===== config.mk =====
export PLATFORM = sky130hd
export DESIGN_NAME = ft_miss_handler
export DESIGN_NICKNAME = d
export VERILOG_FILES = /design/src/rtl/ft_miss_handler.sv
export SDC_FILE = /design/constraint.sdc
export NUM_CORES = 2
export LEC_CHECK = 0
export BUFFER_PORTS_ARGS = -buffer_cell sky130_fd_sc_hd__buf_2
export CAP_MARGIN = 10
export CORE_MARGIN = 2
export CORE_UTILIZATION = 45
export DETAILED_ROUTE_END_ITERATION = 10
export HOLD_SLACK_MARGIN = 0.06
export PLACE_DENSITY = 0.64
export SLEW_MARGIN = 20
export SYNTH_ARGS = -nofsm -noshare
export SYNTH_HDL_FRONTEND = slang
export SYNTH_SLANG_ARGS = --single-unit

===== constraint.sdc =====
create_clock -name clk -period 17.6 [get_ports clk]
set_input_delay 3.52 -clock clk [delete_from_list [all_inputs] [get_ports clk]]
set_output_delay 3.52 -clock clk [all_outputs]
set_load 0.01 [all_outputs]

===== src/rtl/ft_miss_handler.sv =====
// ft_miss_handler
//   Queues forwarding-table misses and sends them to the SDN controller one
//   at a time. Each matching controller reply is written back into the
//   forwarding table.
//
// Ports
//   clk, rst               : clock, synchronous active-high reset
//   miss_*                 : one-cycle miss pulse and header fields from the table
//   o_ctrl_req_valid/_data : request to the controller (valid/ready handshake)
//   i_ctrl_req_ready       : controller accepts the request
//   i_ctrl_resp_valid/_data: controller reply (new table entry)
//   wr_valid/wr_data       : table write port
//   o_busy                 : FIFO non-empty or FSM not idle
//   o_drop_cnt             : saturating count of dropped misses
//   o_timeout_cnt          : saturating count of reply timeouts
//
// Build option
//   FT_MISS_DEDUP_EN : when defined, a miss is dropped if its dest_mac is
//                      already queued or currently in flight.
//
// Entry layout (MSB first): dest_mac[167:120] src_mac[119:72]
//   dest_ip[71:40] src_ip[39:8] port[7:0]
module ft_miss_handler #(
   parameter int NUM_INTERFACES = 3,
   parameter int ENTRY_WIDTH    = 168,
   parameter int FIFO_DEPTH     = 8,
   parameter int TIMEOUT_CYCLES = 1024,
   localparam int IFW           = $clog2(NUM_INTERFACES)
) (
   input  logic                   clk,
   input  logic                   rst,
   input  logic                   miss_valid,
   input  logic [47:0]            miss_dest_mac,
   input  logic [47:0]            miss_src_mac,
   input  logic [31:0]            miss_dest_ip,
   input  logic [31:0]            miss_src_ip,
   input  logic [IFW-1:0]         miss_ifc,
   output logic                   o_ctrl_req_valid,
   input  logic                   i_ctrl_req_ready,
   output logic [ENTRY_WIDTH-1:0] o_ctrl_req_data,
   input  logic                   i_ctrl_resp_valid,
   input  logic [ENTRY_WIDTH-1:0] i_ctrl_resp_data,
   output logic                   wr_valid,
   output logic [ENTRY_WIDTH-1:0] wr_data,
   output logic                   o_busy,
   output logic [15:0]            o_drop_cnt,
   output logic [15:0]            o_timeout_cnt
);

   localparam int AW  = $clog2(FIFO_DEPTH);
   localparam int CW  = AW + 1;
   localparam int TW  = $clog2(TIMEOUT_CYCLES);
   localparam int MSB = ENTRY_WIDTH - 1;

   typedef enum logic [1:0] {S_IDLE, S_REQ, S_WAIT, S_WRITE} state_t;

   logic [ENTRY_WIDTH-1:0] fifo_mem_q [FIFO_DEPTH];
   logic [AW-1:0]          wr_ptr_q, wr_ptr_d, rd_ptr_q, rd_ptr_d;
   logic [CW-1:0]          count_q, count_d;
   state_t                 state_q, state_d;
   logic [ENTRY_WIDTH-1:0] inflight_q, inflight_d;
   logic [ENTRY_WIDTH-1:0] resp_q, resp_d;
   logic [TW-1:0]          tmo_q, tmo_d;
   logic [15:0]            drop_q, drop_d, tocnt_q, tocnt_d;

   logic [ENTRY_WIDTH-1:0] req_packed;
   logic                   fifo_full, fifo_empty, dup_hit, push, pop, resp_match;

   function automatic logic [15:0] sat_inc(input logic [15:0] v);
      return (v == 16'hFFFF) ? v : v + 16'd1;
   endfunction

   assign req_packed = {miss_dest_mac, miss_src_mac, miss_dest_ip, miss_src_ip,
                        {(8-IFW){1'b0}}, miss_ifc};
   assign fifo_empty = (count_q == '0);
   assign fifo_full  = (count_q == CW'(FIFO_DEPTH));
   assign resp_match = (i_ctrl_resp_data[MSB -: 48] == inflight_q[MSB -: 48]);

`ifdef FT_MISS_DEDUP_EN
   // Compare against every occupied slot (head + i for i < count) and the
   // in-flight request once it has left IDLE.
   always_comb begin
      dup_hit = 1'b0;
      for (int i = 0; i < FIFO_DEPTH; i++) begin
         if ((CW'(i) < count_q) &&
             (fifo_mem_q[rd_ptr_q + AW'(i)][MSB -: 48] == miss_dest_mac))
            dup_hit = 1'b1;
      end
      if ((state_q != S_IDLE) && (inflight_q[MSB -: 48] == miss_dest_mac))
         dup_hit = 1'b1;
   end
`else
   assign dup_hit = 1'b0;
`endif

   // Fullness uses the current count, so a push while full is dropped even
   // when the FSM pops in the same cycle.
   always_comb begin
      push     = miss_valid && !fifo_full && !dup_hit;
      drop_d   = (miss_valid && !push) ? sat_inc(drop_q) : drop_q;
      wr_ptr_d = push ? wr_ptr_q + AW'(1) : wr_ptr_q;
      rd_ptr_d = pop  ? rd_ptr_q + AW'(1) : rd_ptr_q;
      count_d  = count_q + CW'(push) - CW'(pop);
   end

   always_comb begin
      state_d    = state_q;
      inflight_d = inflight_q;
      resp_d     = resp_q;
      tmo_d      = tmo_q;
      tocnt_d    = tocnt_q;
      pop        = 1'b0;
      case (state_q)
         S_IDLE: begin
            if (!fifo_empty) begin
               pop        = 1'b1;
               inflight_d = fifo_mem_q[rd_ptr_q];
               state_d    = S_REQ;
            end
         end
         S_REQ: begin
            if (i_ctrl_req_ready) begin
               state_d = S_WAIT;
               tmo_d   = '0;
            end
         end
         S_WAIT: begin
            tmo_d = tmo_q + TW'(1);
            // A matching reply in the final cycle takes priority over timeout.
            if (i_ctrl_resp_valid && resp_match) begin
               resp_d  = i_ctrl_resp_data;
               state_d = S_WRITE;
            end else if (tmo_q == TW'(TIMEOUT_CYCLES - 1)) begin
               state_d = S_IDLE;
               tocnt_d = sat_inc(tocnt_q);
            end
         end
         S_WRITE: state_d = S_IDLE;
         default: state_d = S_IDLE;
      endcase
   end

   always_ff @(posedge clk) begin
      if (rst) begin
         state_q    <= S_IDLE;
         wr_ptr_q   <= '0;
         rd_ptr_q   <= '0;
         count_q    <= '0;
         inflight_q <= '0;
         resp_q     <= '0;
         tmo_q      <= '0;
         drop_q     <= '0;
         tocnt_q    <= '0;
      end else begin
         state_q    <= state_d;
         wr_ptr_q   <= wr_ptr_d;
         rd_ptr_q   <= rd_ptr_d;
         count_q    <= count_d;
         inflight_q <= inflight_d;
         resp_q     <= resp_d;
         tmo_q      <= tmo_d;
         drop_q     <= drop_d;
         tocnt_q    <= tocnt_d;
      end
   end

   // Queue storage needs no reset; occupancy is tracked by the pointers.
   always_ff @(posedge clk) begin
      if (push) fifo_mem_q[wr_ptr_q] <= req_packed;
   end

   assign o_ctrl_req_valid = (state_q == S_REQ);
   assign o_ctrl_req_data  = inflight_q;
   assign wr_valid         = (state_q == S_WRITE);
   assign wr_data          = resp_q;
   assign o_busy           = !fifo_empty || (state_q != S_IDLE);
   assign o_drop_cnt       = drop_q;
   assign o_timeout_cnt    = tocnt_q;

endmodule


== Word level (Yosys, flattened, before mapping) ==
Memory sizes are Yosys's and may differ from the RTL's. A register that Yosys moved wholly into a read port is not among the register bits.
Cells that the tools add are included.

* Bits in writable memories: 1296
* Logic and storage cells: 60
* Bits in registers: 390
* Memory bits (read-only): 0
* Latch bits: 0
* Input port bits: 335
* Memories: 1

{| class="wikitable"
|+ Memory list
! memory !! words !! bits a word !! rd ports !! clocked after memory_dff !! wr ports !! line !! RTL
|-
| fifo_mem_q || 8 || 162 || 1 || 1 || 1 || 57 || <nowiki>logic [ENTRY_WIDTH-1:0] fifo_mem_q [FIFO_DEPTH];</nowiki>
|}

* Reduce and logical (&&, ||, !) cells: 17
* Muxes and demuxes: 11
* Eq/ne operators: 11
* Shift-type cells: 0
* Bitwise logic cells: 4
* Multiply operators: 0
* Div/mod/pow operators: 0
* Add/sub/neg operators: 7
* Order comparisons: 0

{| class="wikitable"
|+ Operators with widths
! cell !! number
|-
| == test 48 bit || 1
|-
| adder 16 x 1 -> 16 bit (second input constant) || 2
|-
| == test 16 bit (second input constant) || 2
|-
| case mux 10 bit (2 select lines) || 1
|-
| adder 10 x 1 -> 10 bit (second input constant) || 1
|-
| == test 10 bit (second input constant) || 1
|-
| 2-to-1 mux 10 bit || 1
|-
| 2-to-1 mux 2 bit || 4
|-
| case mux 2 bit (4 select lines) || 1
|-
| AND reduction 2 bit || 4
|-
| adder 3 x 1 -> 3 bit (second input constant) || 2
|-
| adder 4 x 1 -> 4 bit || 1
|-
| == test 2 bit (second input constant) || 2
|-
| == test 4 bit (second input constant) || 1
|-
| zero test 4 bit || 1
|-
| 2-to-1 mux 1 bit || 4
|-
| inverter 1 bit || 4
|-
| AND reduction 4 bit || 1
|-
| nonzero test 2 bit || 2
|-
| subtractor 4 x 1 -> 4 bit || 1
|-
| logical AND 1 bit || 3
|-
| zero test 1 bit || 3
|-
| inequality test 3 bit (second input constant) || 1
|-
| AND reduction 3 bit || 1
|-
| 5 further kinds || 5
|}

== Longest topological paths before layout ==
* Depth after elaboration: 6
* Mapped depth: 12
* Depth with buffers taken out: 12

== Worst setup path before layout ==
OpenSTA, ideal clock, no wires.

* Path type: input-to-reg
* From: input miss_valid
* To: memory fifo_mem_q[0][0] in the netlist's numbering, enable pin
* Path slack: 1.969 ns
* Path buffers: 0
* Setup time: 0.882 ns
* Arrival: 14.748 ns
* Data required time: 16.718 ns
* Cell stages on the path: 3
* Path through: and2_1 nand2b_1 nor3_1

* Word-level cells in the longest chain between the ends: 3

{| class="wikitable"
|+ Ends and longest elaborated chain
! element !! line !! RTL
|-
| start: declaration || 32 || <nowiki>input logic miss_valid,</nowiki>
|-
| logical AND 1 bit || 99 || <nowiki>push = miss_valid && !fifo_full && !dup_hit;</nowiki>
|-
| 2-to-1 mux 1 bit || 169 || <nowiki>if (push) fifo_mem_q[wr_ptr_q] <= req_packed;</nowiki>
|-
| 2-to-1 mux 1 bit (implied by the code) || 169 ||
|-
| end: declaration || 57 ||
|}

No other way between the ends.

== Final worst setup path ==
* From: input i_ctrl_resp_data[149]
* To: register resp_q[65] (netlist: wr_data[65])

* Word-level cells in the longest chain between the ends: 3

{| class="wikitable"
|+ Ends and longest elaborated chain
! element !! line !! RTL
|-
| start: declaration || 42 || <nowiki>input logic [ENTRY_WIDTH-1:0] i_ctrl_resp_data,</nowiki>
|-
| == test 48 bit || 77 || <nowiki>assign resp_match = (i_ctrl_resp_data[MSB -: 48] == inflight_q[MSB -: 48]);</nowiki>
|-
| logical AND 1 bit || 130 || <nowiki>if (i_ctrl_resp_valid && resp_match) begin</nowiki>
|-
| AND reduction 2 bit (no source line) || n/a ||
|-
| end signal: assignment || 160 || <nowiki>resp_q <= resp_d;</nowiki>
|-
| end: declaration || 62 || <nowiki>logic [ENTRY_WIDTH-1:0] resp_q, resp_d;</nowiki>
|}

No other way between the ends.
A chain may end at the register's enable or synchronous reset.

==> flow_summary.json <==
{
  "final.period_utilization_pct": 38.2,
  "route.detailed.drc": 0,
  "final_nets": 4468,
  "finalCriticalPeriod_ns": 6.72,
  "gp_routability_congestion": 0.935,
  "htreeDepth": 4,
  "p_leak_uw": 0.0249,
  "required_ns": 18.24,
  "max-vdd-ir-drop_v": 0.000120,
  "pwr_density_cell_nw_per_um2": 145,
  "fin_util_pct": 53.2,
  "final_design_area_no_fill_sq_um": 74000,
  "worstSetupStartpointType": "input pin",
  "power.switching_fraction_pct": 28.5,
  "share_of_layout_cells_above_drive_strength_1_pct": 31.5,
  "vias_in_the_first_global_route": 33300,
  "rsz0062_at_grt": "no",
  "die_span_in_x_um": 378,
  "timing.critical_path.arrival_ns": 7.36,
  "number_of_max_slew_violations_in_the_final_report": 0,
  "number_of_hold_violations_in_the_final_report": 0,
  "combPwrFrac_pct": 20.9,
  "die_area_sq_um": 143000,
  "synth_enable_flop_cells": 1296,
  "finalWorstSetupSlack_ns": 10.88,
  "crit_path_end_kind": "flop",
  "pin_count": 706,
  "drv_cap": 0,
  "clock-root-buffer": "sky130_fd_sc_hd__clkbuf_16",
  "max_freq_mhz": 149,
  "cp_slowest_stage_delay_ns": 0.90,
  "clock_insertion_delay_worst_skew_ns": 0.81,
  "cts_hold_buffers": 0,
  "cts.repair.resized": 0,
  "synthToLayoutAreaGrowth_pct": 17.7,
  "grt_ovf": 0,
  "most_repeated_cell_in_the_gate_level_netlist_after_synthesis": "sky130_fd_sc_hd__edfxtp_1",
  "hpwl_um": 104000,
  "core_ar_sq_um": 139000,
  "min_path_type": "flop to flop",
  "max_slew.worst_pin.slew_ns": 1.12,
  "setup_violations": 0,
  "fp.dieH_um": 378,
  "start_util_pct": 45.2,
  "drt_first_iter_violations": 2608,
  "power_switching_uw": 3050,
  "critPathMostFrequentCell": "sky130_fd_sc_hd__buf_4",
  "clk_pin_slew_worst_paths_ns": 0.06,
  "viasPerCell": 5.47,
  "placement.io_buffers": 699,
  "clock_skew_ns": 0.0407,
  "synth.distinct_cells": 50,
  "yosys-top-cells-area": "sky130_fd_sc_hd__edfxtp_1 62%, sky130_fd_sc_hd__dfxtp_1 12%, sky130_fd_sc_hd__mux4_2 12%",
  "clock-sinks": 1680,
  "grt_max_degree": 191,
  "sequential_fraction_of_design_power_pct": 45.9,
  "placementRows": 137,
  "max_transition_margin_pct": 25.1,
  "yosysTopAreaCellShare_pct": 61.9,
  "run_status": "finished clean",
  "post-place-cells": 5822,
  "grt_first_pass_wirelength_um": 238000,
  "postSynth.topFlopCell": "sky130_fd_sc_hd__edfxtp_1",
  "mappedNetlistArea_sq_um": 62800,
  "synth_top_area_cell": "sky130_fd_sc_hd__edfxtp_1",
  "synth-async-reset-ratio_pct": 0,
  "grt_use_total_pct": 23.3,
  "wire_length_per_cell_um": 27.2,
  "tritoncts": "built",
  "setup_total_negative_slack_ns": 0,
  "tritoncts.num_buffers": 172,
  "commonest_cells_in_the_synthesized_netlist": "1296 x sky130_fd_sc_hd__edfxtp_1, 385 x sky130_fd_sc_hd__nor2_1, 384 x sky130_fd_sc_hd__dfxtp_1",
  "detailroute.via_count": 33700,
  "cts.repair_timing.setup_buffer_count": 0,
  "postRouteWirelength_um": 168000,
  "synth.yosys.warnings": 0,
  "cp_cell_sequence": "buf_2, xnor2_1, nand4_1, nor4_1, nand2_1, nor4_2, buf_4, buf_4, mux2i_1, nor2_1",
  "timing.critical_path.fanout_max": 62,
  "synth_seq_area_share_pct": 74.2,
  "clock_tree.buffer_depth": 3,
  "clock_share_of_power_pct": 33.3,
  "p_int_uw": 7660,
  "grt_antenna_before_repair": 55,
  "fin_cells": 6161,
  "area_post_placement_sq_um": 68300,
  "crit_family": "buffers and inverters",
  "timing_worst_setup_path_type": "input pin to flop",
  "ys_ff_latch": 1680,
  "place_ws_ns": 10.20,
  "synth_area_per_cell_sq_um": 18.5,
  "drt_first_pass_iters": 5,
  "ant_nets": 0,
  "critical-path-slowest-cell": "sky130_fd_sc_hd__buf_4",
  "synthesis.instances": 3390,
  "crit_buf_inv": 3
}
-- cells in the final DEF, fill, tap and decap left out, types with 11 or more instances in the layout --
cell type | synthesis | layout
sky130_fd_sc_hd__diode_2 | 0 | 17
sky130_fd_sc_hd__dfxtp_1 | 384 | 381
sky130_fd_sc_hd__clkbuf_16 | 0 | 175
sky130_fd_sc_hd__a21oi_1 | 22 | 22
sky130_fd_sc_hd__clkbuf_1 | 121 | 45
sky130_fd_sc_hd__inv_1 | 13 | 13
sky130_fd_sc_hd__ha_1 | 11 | 11
sky130_fd_sc_hd__edfxtp_1 | 1296 | 1296
sky130_fd_sc_hd__clkbuf_8 | 0 | 18
sky130_fd_sc_hd__nand2b_1 | 26 | 26
sky130_fd_sc_hd__mux2i_1 | 333 | 333
sky130_fd_sc_hd__buf_4 | 12 | 48
sky130_fd_sc_hd__xnor2_1 | 34 | 34
sky130_fd_sc_hd__clkinv_1 | 0 | 25
sky130_fd_sc_hd__mux4_2 | 324 | 324
sky130_fd_sc_hd__or3_1 | 12 | 12
sky130_fd_sc_hd__clkinv_2 | 0 | 29
sky130_fd_sc_hd__nand3_1 | 25 | 25
sky130_fd_sc_hd__nor2_1 | 385 | 379
sky130_fd_sc_hd__a211oi_1 | 162 | 162
sky130_fd_sc_hd__buf_2 | 19 | 698
sky130_fd_sc_hd__xor2_1 | 22 | 22
sky130_fd_sc_hd__nand2_1 | 31 | 31
sky130_fd_sc_hd__o21ai_0 | 16 | 16
sky130_fd_sc_hd__nand4_1 | 25 | 25
-- flip-flops by register name, summed over array words and instances, names as in the netlist --
signal           count
o_ctrl_req_data    162
rd_ptr_q             3
count_q              4
tmo_q               10
wr_data            168
o_drop_cnt          16
wr_ptr_q             3
fifo_mem_q        1296
o_timeout_cnt       16
state_q              2
-- logic make-up after synthesis --
group                    count (synthesis)  share of synthesized area [%]
AO/OA/AOI/OAI                          220                           2.51
XOR/XNOR                                56                          0.780
adder cells (fa/ha/maj)                 12                          0.251
buffers and inverters                  214                           1.56
flip-flops                            1680                           74.2
multiplexers                           659                           17.0
other                                    1                        0.00597
AND/OR/NAND/NOR                        548                           3.79
-- power by group through the flow --
| stage | Sequential, uW | Clock, uW | Combinational [uW] |
|---|---|---|---|
| 3_3_place_gp | 4990 | 0 | 2230 |
| 3_5_place_dp | 5000 | 0 | 2250 |
| 4_1_cts | 4920 | 3650 | 2260 |
| 5_1_grt | 4940 | 3800 | 2440 |
| 2_1_floorplan | 4980 | 0 | 1450 |
| 6_report | 4910 | 3560 | 2230 |
-- layout make-up --
type,instances,area (sq um)
timing repair buffer,753,4000
inverter,13,48.8
clock inverter,81,777
multi-input combinational,1501,15400
clock buffer,240,4810
antenna,17,42.5
tap,1876,2350
fill,11200,65000
sequential,1680,46600
-- routing by layer --
metal,up-vias,GRT usage [%],part of all wire (%)
met4,42,10.8,4.7
met2,1187,36.7,47
met5,-,0,0.17
met3,334,6.19,7.6
met1,17300,30.2,41
li1,14900,-,-
-- per-stage QoR --
stage          hold slack, ns  power [uW]
2_1_floorplan           0.449        6430
3_3_place_gp            0.468        7220
3_5_place_dp            0.470        7250
4_1_cts                 0.479       10800
5_1_grt                 0.508       11200
6_report                0.483       10700
-- worst paths after layout --
check	startpoint	endpoint	slack (ns)	cells past startpoint
worst max register to register	o_ctrl_req_data[134]	wr_data[65]	13.27	9
worst max-delay path	i_ctrl_resp_data[149]	wr_data[65]	10.88	10
worst min-delay path	tmo_q[9]	tmo_q[9]	0.48	1
worst min register to register	tmo_q[9]	tmo_q[9]	0.48	1
(Power assumes the default switching activity.)
